`src/rtl/sha256_pkg.sv`:
```
// Shared SHA-256 definitions: round constants, initial hash value, the
// bitwise round/schedule functions, state types and the controller enum.
package sha256_pkg;

  typedef logic [31:0] word_t;

  // Working state a..h packed with a in the top word, matching hash_in/hash_out.
  typedef struct packed {
    word_t a;
    word_t b;
    word_t c;
    word_t d;
    word_t e;
    word_t f;
    word_t g;
    word_t h;
  } hstate_t;

  typedef enum logic [1:0] {IDLE, ROUND, FINAL} state_t;

  localparam word_t K [0:63] = '{
    32'h428a2f98, 32'h71374491, 32'hb5c0fbcf, 32'he9b5dba5,
    32'h3956c25b, 32'h59f111f1, 32'h923f82a4, 32'hab1c5ed5,
    32'hd807aa98, 32'h12835b01, 32'h243185be, 32'h550c7dc3,
    32'h72be5d74, 32'h80deb1fe, 32'h9bdc06a7, 32'hc19bf174,
    32'he49b69c1, 32'hefbe4786, 32'h0fc19dc6, 32'h240ca1cc,
    32'h2de92c6f, 32'h4a7484aa, 32'h5cb0a9dc, 32'h76f988da,
    32'h983e5152, 32'ha831c66d, 32'hb00327c8, 32'hbf597fc7,
    32'hc6e00bf3, 32'hd5a79147, 32'h06ca6351, 32'h14292967,
    32'h27b70a85, 32'h2e1b2138, 32'h4d2c6dfc, 32'h53380d13,
    32'h650a7354, 32'h766a0abb, 32'h81c2c92e, 32'h92722c85,
    32'ha2bfe8a1, 32'ha81a664b, 32'hc24b8b70, 32'hc76c51a3,
    32'hd192e819, 32'hd6990624, 32'hf40e3585, 32'h106aa070,
    32'h19a4c116, 32'h1e376c08, 32'h2748774c, 32'h34b0bcb5,
    32'h391c0cb3, 32'h4ed8aa4a, 32'h5b9cca4f, 32'h682e6ff3,
    32'h748f82ee, 32'h78a5636f, 32'h84c87814, 32'h8cc70208,
    32'h90befffa, 32'ha4506ceb, 32'hbef9a3f7, 32'hc67178f2
  };

  localparam hstate_t H0 = '{
    a: 32'h6a09e667, b: 32'hbb67ae85, c: 32'h3c6ef372, d: 32'ha54ff53a,
    e: 32'h510e527f, f: 32'h9b05688c, g: 32'h1f83d9ab, h: 32'h5be0cd19
  };

  function automatic word_t rotr(input word_t x, input int unsigned n);
    return (x >> n) | (x << (32 - n));
  endfunction

  function automatic word_t big_sigma0(input word_t x);
    return rotr(x, 2) ^ rotr(x, 13) ^ rotr(x, 22);
  endfunction

  function automatic word_t big_sigma1(input word_t x);
    return rotr(x, 6) ^ rotr(x, 11) ^ rotr(x, 25);
  endfunction

  function automatic word_t small_sigma0(input word_t x);
    return rotr(x, 7) ^ rotr(x, 18) ^ (x >> 3);
  endfunction

  function automatic word_t small_sigma1(input word_t x);
    return rotr(x, 17) ^ rotr(x, 19) ^ (x >> 10);
  endfunction

  function automatic word_t ch(input word_t x, input word_t y, input word_t z);
    return (x & y) ^ (~x & z);
  endfunction

  function automatic word_t maj(input word_t x, input word_t y, input word_t z);
    return (x & y) ^ (x & z) ^ (y & z);
  endfunction

endpackage

```
`src/rtl/sha256_compress_iter_round.sv`:
```
// One combinational SHA-256 round: consumes a..h, K[t], W[t] and produces
// the next a..h. Chained UNROLL times inside the compression engine.
module sha256_round
  import sha256_pkg::*;
(
  input  hstate_t st_in,
  input  word_t   k,
  input  word_t   w,
  output hstate_t st_out
);

  word_t t1;
  word_t t2;

  // Round function; all sums wrap modulo 2^32 through the 32-bit word type.
  always_comb begin
    t1 = st_in.h + big_sigma1(st_in.e) + ch(st_in.e, st_in.f, st_in.g) + k + w;
    t2 = big_sigma0(st_in.a) + maj(st_in.a, st_in.b, st_in.c);
    st_out = '{
      a: t1 + t2, b: st_in.a, c: st_in.b, d: st_in.c,
      e: st_in.d + t1, f: st_in.e, g: st_in.f, h: st_in.g
    };
  end

endmodule

```
`src/rtl/sha256_compress_iter.sv`:
```
// Iterative SHA-256 compression engine, UNROLL rounds per clock, with a
// 16-word rolling message schedule and feed-forward of the chaining state.
// Optional macro SHA256_DOUBLE_HASH_EN adds a dbl input that chains a second
// compression of the padded 256-bit digest (standard double SHA-256).
module sha256_compress_iter
  import sha256_pkg::*;
#(
  parameter int UNROLL = 1
) (
  input  logic         clk,
  input  logic         rst,
`ifdef SHA256_DOUBLE_HASH_EN
  input  logic         dbl,
`endif
  input  logic         start,
  input  logic [511:0] block_in,
  input  logic [255:0] hash_in,
  output logic         ready,
  output logic         busy,
  output logic         done,
  output logic [255:0] hash_out
);

  localparam int NCYC = 64 / UNROLL;
  localparam logic [5:0] CNT_LAST = 6'(NCYC - 1);

  if (!(UNROLL == 1 || UNROLL == 2 || UNROLL == 4 || UNROLL == 8)) begin : g_bad_unroll
    $error("sha256_compress_iter: UNROLL must be 1, 2, 4 or 8");
  end

  state_t     state;
  logic [5:0] cnt;
  hstate_t    work;
  hstate_t    iv;
  word_t      w   [0:15];
  word_t      ext [0:15+UNROLL];
  hstate_t    round_out;
  logic [255:0] digest;
`ifdef SHA256_DOUBLE_HASH_EN
  logic       dbl_r;
`endif

  function automatic logic [255:0] feed_forward(input hstate_t iv_s, input hstate_t wk);
    logic [255:0] r;
    r = '0;
    for (int i = 0; i < 8; i++) r[32*i +: 32] = iv_s[32*i +: 32] + wk[32*i +: 32];
    return r;
  endfunction

  // Window W[t..t+15] extended by the UNROLL words W[t+16..] needed next edge.
  always_comb begin
    for (int i = 0; i < 16; i++) ext[i] = w[i];
    for (int j = 16; j < 16 + UNROLL; j++)
      ext[j] = small_sigma1(ext[j-2]) + ext[j-7] + small_sigma0(ext[j-15]) + ext[j-16];
  end

  for (genvar k = 0; k < UNROLL; k++) begin : g_rnd
    hstate_t    st_i;
    hstate_t    st_o;
    logic [5:0] kidx;
    assign kidx = cnt * 6'(UNROLL) + 6'(k);
    if (k == 0) begin : g_head
      assign st_i = work;
    end else begin : g_link
      assign st_i = g_rnd[k-1].st_o;
    end
    sha256_round u_round (
      .st_in (st_i),
      .k     (K[kidx]),
      .w     (ext[k]),
      .st_out(st_o)
    );
  end

  assign round_out = g_rnd[UNROLL-1].st_o;
  assign digest    = feed_forward(iv, work);
  assign busy      = ~ready;

  // Controller plus datapath registers: accept, iterate rounds, feed forward.
  always_ff @(posedge clk or posedge rst) begin
    if (rst) begin
      state    <= IDLE;
      cnt      <= '0;
      work     <= '0;
      iv       <= '0;
      for (int i = 0; i < 16; i++) w[i] <= '0;
      hash_out <= '0;
      done     <= 1'b0;
      ready    <= 1'b1;
`ifdef SHA256_DOUBLE_HASH_EN
      dbl_r    <= 1'b0;
`endif
    end else begin
      done <= 1'b0;
      case (state)
        IDLE: begin
          if (start) begin
            for (int i = 0; i < 16; i++) w[i] <= block_in[511-32*i -: 32];
            iv    <= hash_in;
            work  <= hash_in;
            cnt   <= '0;
            state <= ROUND;
            ready <= 1'b0;
`ifdef SHA256_DOUBLE_HASH_EN
            dbl_r <= dbl;
`endif
          end
        end
        ROUND: begin
          work <= round_out;
          for (int i = 0; i < 16; i++) w[i] <= ext[i+UNROLL];
          if (cnt == CNT_LAST) begin
            cnt   <= '0;
            state <= FINAL;
          end else begin
            cnt <= cnt + 6'd1;
          end
        end
        FINAL: begin
`ifdef SHA256_DOUBLE_HASH_EN
          if (dbl_r) begin
            // Second pass hashes the 32-byte digest as one padded block.
            for (int i = 0; i < 8; i++) w[i] <= digest[255-32*i -: 32];
            w[8] <= 32'h80000000;
            for (int i = 9; i < 15; i++) w[i] <= '0;
            w[15] <= 32'h00000100;
            iv    <= H0;
            work  <= H0;
            cnt   <= '0;
            dbl_r <= 1'b0;
            state <= ROUND;
          end else begin
            hash_out <= digest;
            done     <= 1'b1;
            ready    <= 1'b1;
            state    <= IDLE;
          end
`else
          hash_out <= digest;
          done     <= 1'b1;
          ready    <= 1'b1;
          state    <= IDLE;
`endif
        end
        default: begin
          state <= IDLE;
          ready <= 1'b1;
        end
      endcase
    end
  end

endmodule

```
`config.mk`:
```
export PLATFORM = sky130hd
export DESIGN_NAME = sha256_compress_iter
export DESIGN_NICKNAME = d
export VERILOG_FILES = /design/src/rtl/sha256_pkg.sv /design/src/rtl/sha256_compress_iter_round.sv /design/src/rtl/sha256_compress_iter.sv
export SDC_FILE = /design/constraint.sdc
export NUM_CORES = 2
export LEC_CHECK = 0
export CAP_MARGIN = 20
export CORE_UTILIZATION = 45
export CTS_CLUSTER_SIZE = 28
export DETAILED_ROUTE_END_ITERATION = 7
export GPL_TIMING_DRIVEN = 1
export HOLD_SLACK_MARGIN = 0.15
export PLACE_DENSITY = 0.7
export SYNTH_ARGS = -nofsm -noshare
export SYNTH_HDL_FRONTEND = slang
export SYNTH_SLANG_ARGS = --single-unit
```
`constraint.sdc`:
```
create_clock -name clk -period 144.2 [get_ports clk]
set_input_delay 28.84 -clock clk [delete_from_list [all_inputs] [get_ports clk]]
set_output_delay 28.84 -clock clk [all_outputs]
set_load 0.01 [all_outputs]
```
# --- After elaboration in Yosys (flattened, before gate mapping) ---
# Memories as Yosys holds them, arrays and structs flattened.
# Cells that the tools add are included.
op_classes:
  bitwise_logic: 30
  n_addsub: 19
  muxes: 15
  magnitude_cmp: 1
  n_reduce_logical: 6
  eq_ne: 5
ops:
  columns: ["operator", "count"]
  rows:
  - ["case mux 512 bit (2 select lines)", 1]
  - ["adder 32 bit", 18]
  - ["2-to-1 mux 512 bit", 1]
  - ["case mux 256 bit (2 select lines)", 1]
  - ["XOR 32 bit", 9]
  - ["2-to-1 mux 256 bit", 1]
  - ["AND 32 bit", 5]
  - ["2-to-1 mux 32 bit", 2]
  - ["NOT 32 bit", 1]
  - ["bitwise OR 10 x 32 -> 32 bit", 1]
  - ["bitwise OR 13 x 32 -> 32 bit", 1]
  - ["bitwise OR 14 x 32 -> 32 bit", 1]
  - ["bitwise OR 15 x 32 -> 32 bit", 1]
  - ["bitwise OR 19 x 32 -> 32 bit", 1]
  - ["bitwise OR 21 x 32 -> 32 bit", 1]
  - ["bitwise OR 25 x 32 -> 32 bit", 1]
  - ["bitwise OR 26 x 32 -> 32 bit", 1]
  - ["bitwise OR 30 x 32 -> 32 bit", 1]
  - ["bitwise OR 7 x 32 -> 32 bit", 1]
  - ["XOR 32 x 22 -> 32 bit", 1]
  - ["XOR 32 x 29 -> 32 bit", 1]
  - ["2-to-1 mux 6 bit", 2]
  - ["case mux 6 bit (2 select lines)", 1]
  - ["AND reduction 2 bit", 4]
  - ["14 further kinds", 18]
totals:
  mem_count: 1
  mem_bits_ro: 2048
  word_cells: 114
  in_bits: 771
  reg_bits: 1290
mem_list:
  columns: ["memory", "depth", "word_bits", "read_ports", "rd_clocked_by_memory_dff", "wr", "line_no", "source"]
  rows:
  - ["(no name shown)", 64, 32, 1, 0, 0, "sha256_compress_iter.sv:69", ".k (K[kidx]),"]

# --- Logic depth before layout (Yosys ltp) ---
depth:
  depth_word: 9
  mapped_depth: 36
  ltp_nobuf: 34

# --- Cells and area by module ---
# A second synthesis with hierarchy kept.
hier_totals:
  cells_unflattened: 10364
  hier_area_um2: 83914.2
by_module_without_submodules:
  columns: ["mod", "cells_each", "seq_area_each_um2", "instances", "area_each_um2"]
  rows:
  - ["sha256_compress_iter", 8978, 32282.2, 1, 72744.8]
  - ["sha256_round", 1386, 0.0, 1, 11169.5]

# --- Worst setup path after synthesis ---
# Ideal clock, no wire load.
synth_path:
  path_type: "input port to flip-flop"
  startpoint: "input port start"
  endpoint: "register w (netlist bit ext[448])"
  path_buffers: 4
  arrival_time_ns: 30.186
  required_ns: 144.118
  path_stages: 7
  setup_time_ns: 0.082
  slack_ns: 113.932
  path_cell_list: "nor2b_1 -> clkbuf_1 -> clkbuf_1 -> clkbuf_1 -> clkbuf_1 -> nand2_1 -> a31oi_1"
synth_via:
  elab_chain_len: 2
synth_rtl:
  columns: ["item", "line_no", "source"]
  rows:
  - ["from (decl)", "sha256_compress_iter.sv:15", "input logic start,"]
  - ["!= test 2 bit (no source line)", null, null]
  - ["AND reduction 2 bit (no source line)", null, null]
  - ["to (decl)", "sha256_compress_iter.sv:35", "word_t w [0:15];"]
# No other way between the ends.
# A chain may end at the register's enable or synchronous reset.

==> results_dict.tcl <==
set metrics [dict create \
    syn_inst 9855 \
    nets 11860 \
    max-slew-margin-rel_pct -2.383 \
    clk_latency_ns 0.85 \
    rrSetupSlack_ns 134.32 \
    dr.pass1.iters 6 \
    min_to "hash_out[160]" \
    grt_pass1_vias 72490 \
    drive_gt1_share_pct 3.980 \
    final.setup_skew_ns 0.04620 \
    post_cts_resize_count 0 \
    vias_per_cell 5.850 \
    antenna_found_initial 101 \
    clk_path_buf_depth 3 \
    syn_to_final_growth_pct 20.95 \
    cap_violations 0 \
    grt_max_degree 248 \
    syn_nets 11220 \
    io_pins 1030 \
    seq_area_mm2 0.03229 \
    rr_endpoint "g_rnd[0].st_i[253]" \
    startpoint_type "primary input" \
    fin_util_pct 54.89 \
    path_max_fanout 152 \
    coreArea_mm2 0.1786 \
    synth_top_area_share_pct 39.79 \
    final_cells 13040 \
    critPathCaptureType "async pin" \
    tns_ns 0 \
    cts_root_buf "clkbuf_16" \
    clk_pin_slew_worst_paths_ns 0.06 \
    fp.dieW_um 426.4 \
    period_needed_ns 33.18 \
    yosysWarnings 0 \
    synth-main-ff-cell "dfrtp_1" \
    failed_checks "slew limit" \
    worstSetupPathType "in2async" \
    status "finished with violations" \
    dp_hpwl_um 260800 \
    fin_area_mm2 0.09805 \
    max_freq_mhz 30.14 \
    cts_tree "yes" \
    post_cts_buffers 0 \
    grt.overflow.total 0 \
    reg2reg_depth 34 \
    numPortBuffers 1029 \
    holdPathStages 2 \
    cp.required_ns 145.06 \
    hp-start "hash_out[160]" \
    post-place-cells 12700 \
    crit_arrival_ns 34.04 \
    synth.distinct_cells 90 \
    hold_buffers 0 \
    rows 155 \
    seq_area_frac_synth_pct 39.82 \
    ant_nets 0 \
    cts_sinks 1290 \
    wl_um 336900 \
    grt_pass1_wl_um 484800 \
    die_h_um 426.4 \
    r2r-start "cnt[1]" \
    syn_area_per_cell_um2 8.226 \
    vias 76270 \
    grtUsageTotal_pct 36.24 \
    setup_viol 0 \
    holdCritPathClass "reg2reg" \
    async_reset_ff_share_pct 100.0 \
    syn-cell-area_mm2 0.08107 \
    gp_congestion 1.019 \
    dr.first_iter.drc_count 9487 \
    start_util_pct 45.39 \
    cts_max_level 4 \
    rsz0062_at_grt "false" \
    ys_top_cells_by_area "dfrtp_1, nand2_1, ha_1" \
    synth.largest_area_cell "dfrtp_1" \
    slew_viol_final 63 \
    hold_violations 0 \
    numCtsBuffers 147 \
    nFillCells 16410 \
    multi_input_area_mm2 0.04485 \
    ys_ff_latch 1290 \
    dieArea_mm2 0.1819 \
    drc 0 \
    dpl_cell_area_mm2 0.09279 \
    tightest_slew_ns 1.536 \
    finalCritPeriodShare_pct 23.01 \
    wire_per_inst_um 25.84 \
    synth_edf_count 0 \
]
==> worst max-delay path, stage by stage <==
cell             delay [ns]
clkdlybuf4s50_1        0.49
inv_8                  0.60
buf_12                 0.72
buf_4                  0.71
buf_4                  0.80
buf_4                  0.85
buf_4                  0.79
==> worst max path at each step <==
| stage | startpoint | endpoint | slack [ns] | cells past startpoint |
|---|---|---|---|---|
| detailed placement | rst | ext[48] | 109.94 | 7 |
| CTS | rst | ext[48] | 110.83 | 7 |
| global route | rst | ext[42] | 110.27 | 7 |
| finish | rst | g_rnd[0].st_i[177] | 111.02 | 7 |
| global placement | rst | ext[56] | 110.00 | 7 |
| floorplan | rst | cnt[0] | 79.00 | 1 |
==> layout by cell type, fill, tap and decap left out, types with 195 or more instances in the layout <==
master and n:
xor2_1 250, ha_1 399, inv_1 422, fa_1 195
o21ai_0 486, a31oi_1 729, nor2_1 921, clkdlybuf4s50_1 1028
xnor2_1 333, nand2_1 2639, a21oi_1 426, dfrtp_1 1284
==> cell usage after synthesis (all sizes together), types with 9 or more instances <==
| master | instances |
|---|---|
| a2111oi | 10 |
| a211o | 16 |
| a211oi | 59 |
| a21boi | 17 |
| a21o | 171 |
| a21oi | 427 |
| a22oi | 29 |
| a31o | 9 |
| a31oi | 730 |
| and2 | 22 |
| and3 | 27 |
| buf | 35 |
| clkbuf | 603 |
| dfrtp | 1289 |
| fa | 195 |
| ha | 399 |
| inv | 424 |
| maj3 | 22 |
| mux2 | 35 |
| mux2i | 14 |
| nand2 | 2643 |
| nand2b | 67 |
| nand3 | 72 |
| nand4 | 28 |
| nor2 | 924 |
| nor2b | 54 |
| nor3 | 68 |
| nor3b | 12 |
| o2111ai | 9 |
| o211ai | 23 |
| o21a | 57 |
| o21ai | 493 |
| o21bai | 36 |
| o22a | 14 |
| o22ai | 55 |
| o31ai | 33 |
| o41ai | 9 |
| or2 | 9 |
| or3 | 21 |
| or4 | 10 |
| xnor2 | 333 |
| xor2 | 250 |
==> layout make-up <==
type,instances,area share [%]
Multi-Input combinational cell,7500,45.74
Timing Repair Buffer,1125,11.37
Sequential cell,1290,32.93
Antenna cell,79,0.2016
Clock inverter,54,0.7861
Inverter,427,1.642
Tap cell,2355,3.005
Clock buffer,208,4.323
==> sequential cells by signal, indices dropped and copies added (netlist names) <==
| signal | count |
|---|---|
| done | 1 |
| hash_out | 256 |
| g_rnd.st_i | 256 |
| cnt | 6 |
| iv | 256 |
| ready | 1 |
| state | 2 |
| ext | 512 |
==> layer usage <==
metal | global-route usage [%] | vias up | routed length (um) | share of wire [%]
li1 | - | 34520 | - | -
met1 | 46.36 | 37040 | 132300 | 39
met2 | 55.83 | 3897 | 152600 | 45
met3 | 7.817 | 785 | 29670 | 8.8
met4 | 22.62 | 34 | 22090 | 6.6
met5 | 0 | - | 233 | 0.069
==> kinds of logic (layout without fill, tap and decap cells) <==
| group | Yosys count | in the layout | share of synthesized area, % |
|---|---|---|---|
| adders and majority gates | 616 | 616 | 11.25 |
| buffers and inverters | 1065 | 1814 | 4.933 |
| DFF | 1290 | 1290 | 39.82 |
| other | 0 | 79 | 0 |
| xor gates and xnor gates | 583 | 583 | 6.299 |
| AOI/OAI and AO/OA | 2269 | 2269 | 17.33 |
| and+or+nand+nor | 3977 | 3977 | 19.54 |
| muxes | 55 | 55 | 0.8257 |
==> stage by stage <==
stage | hold WS [ns] | worst slack (ns)
CTS | 0.4783 | 110.83
global placement | 0.4507 | 110.00
detailed placement | 0.4653 | 109.94
global route | 0.4940 | 110.27
floorplan | 0.4523 | 79.00
finish | 0.4727 | 111.02
Power is left out: the tool's default activity adds up to more than one toggle a clock period on the data nets, which glitch-free logic cannot reach.
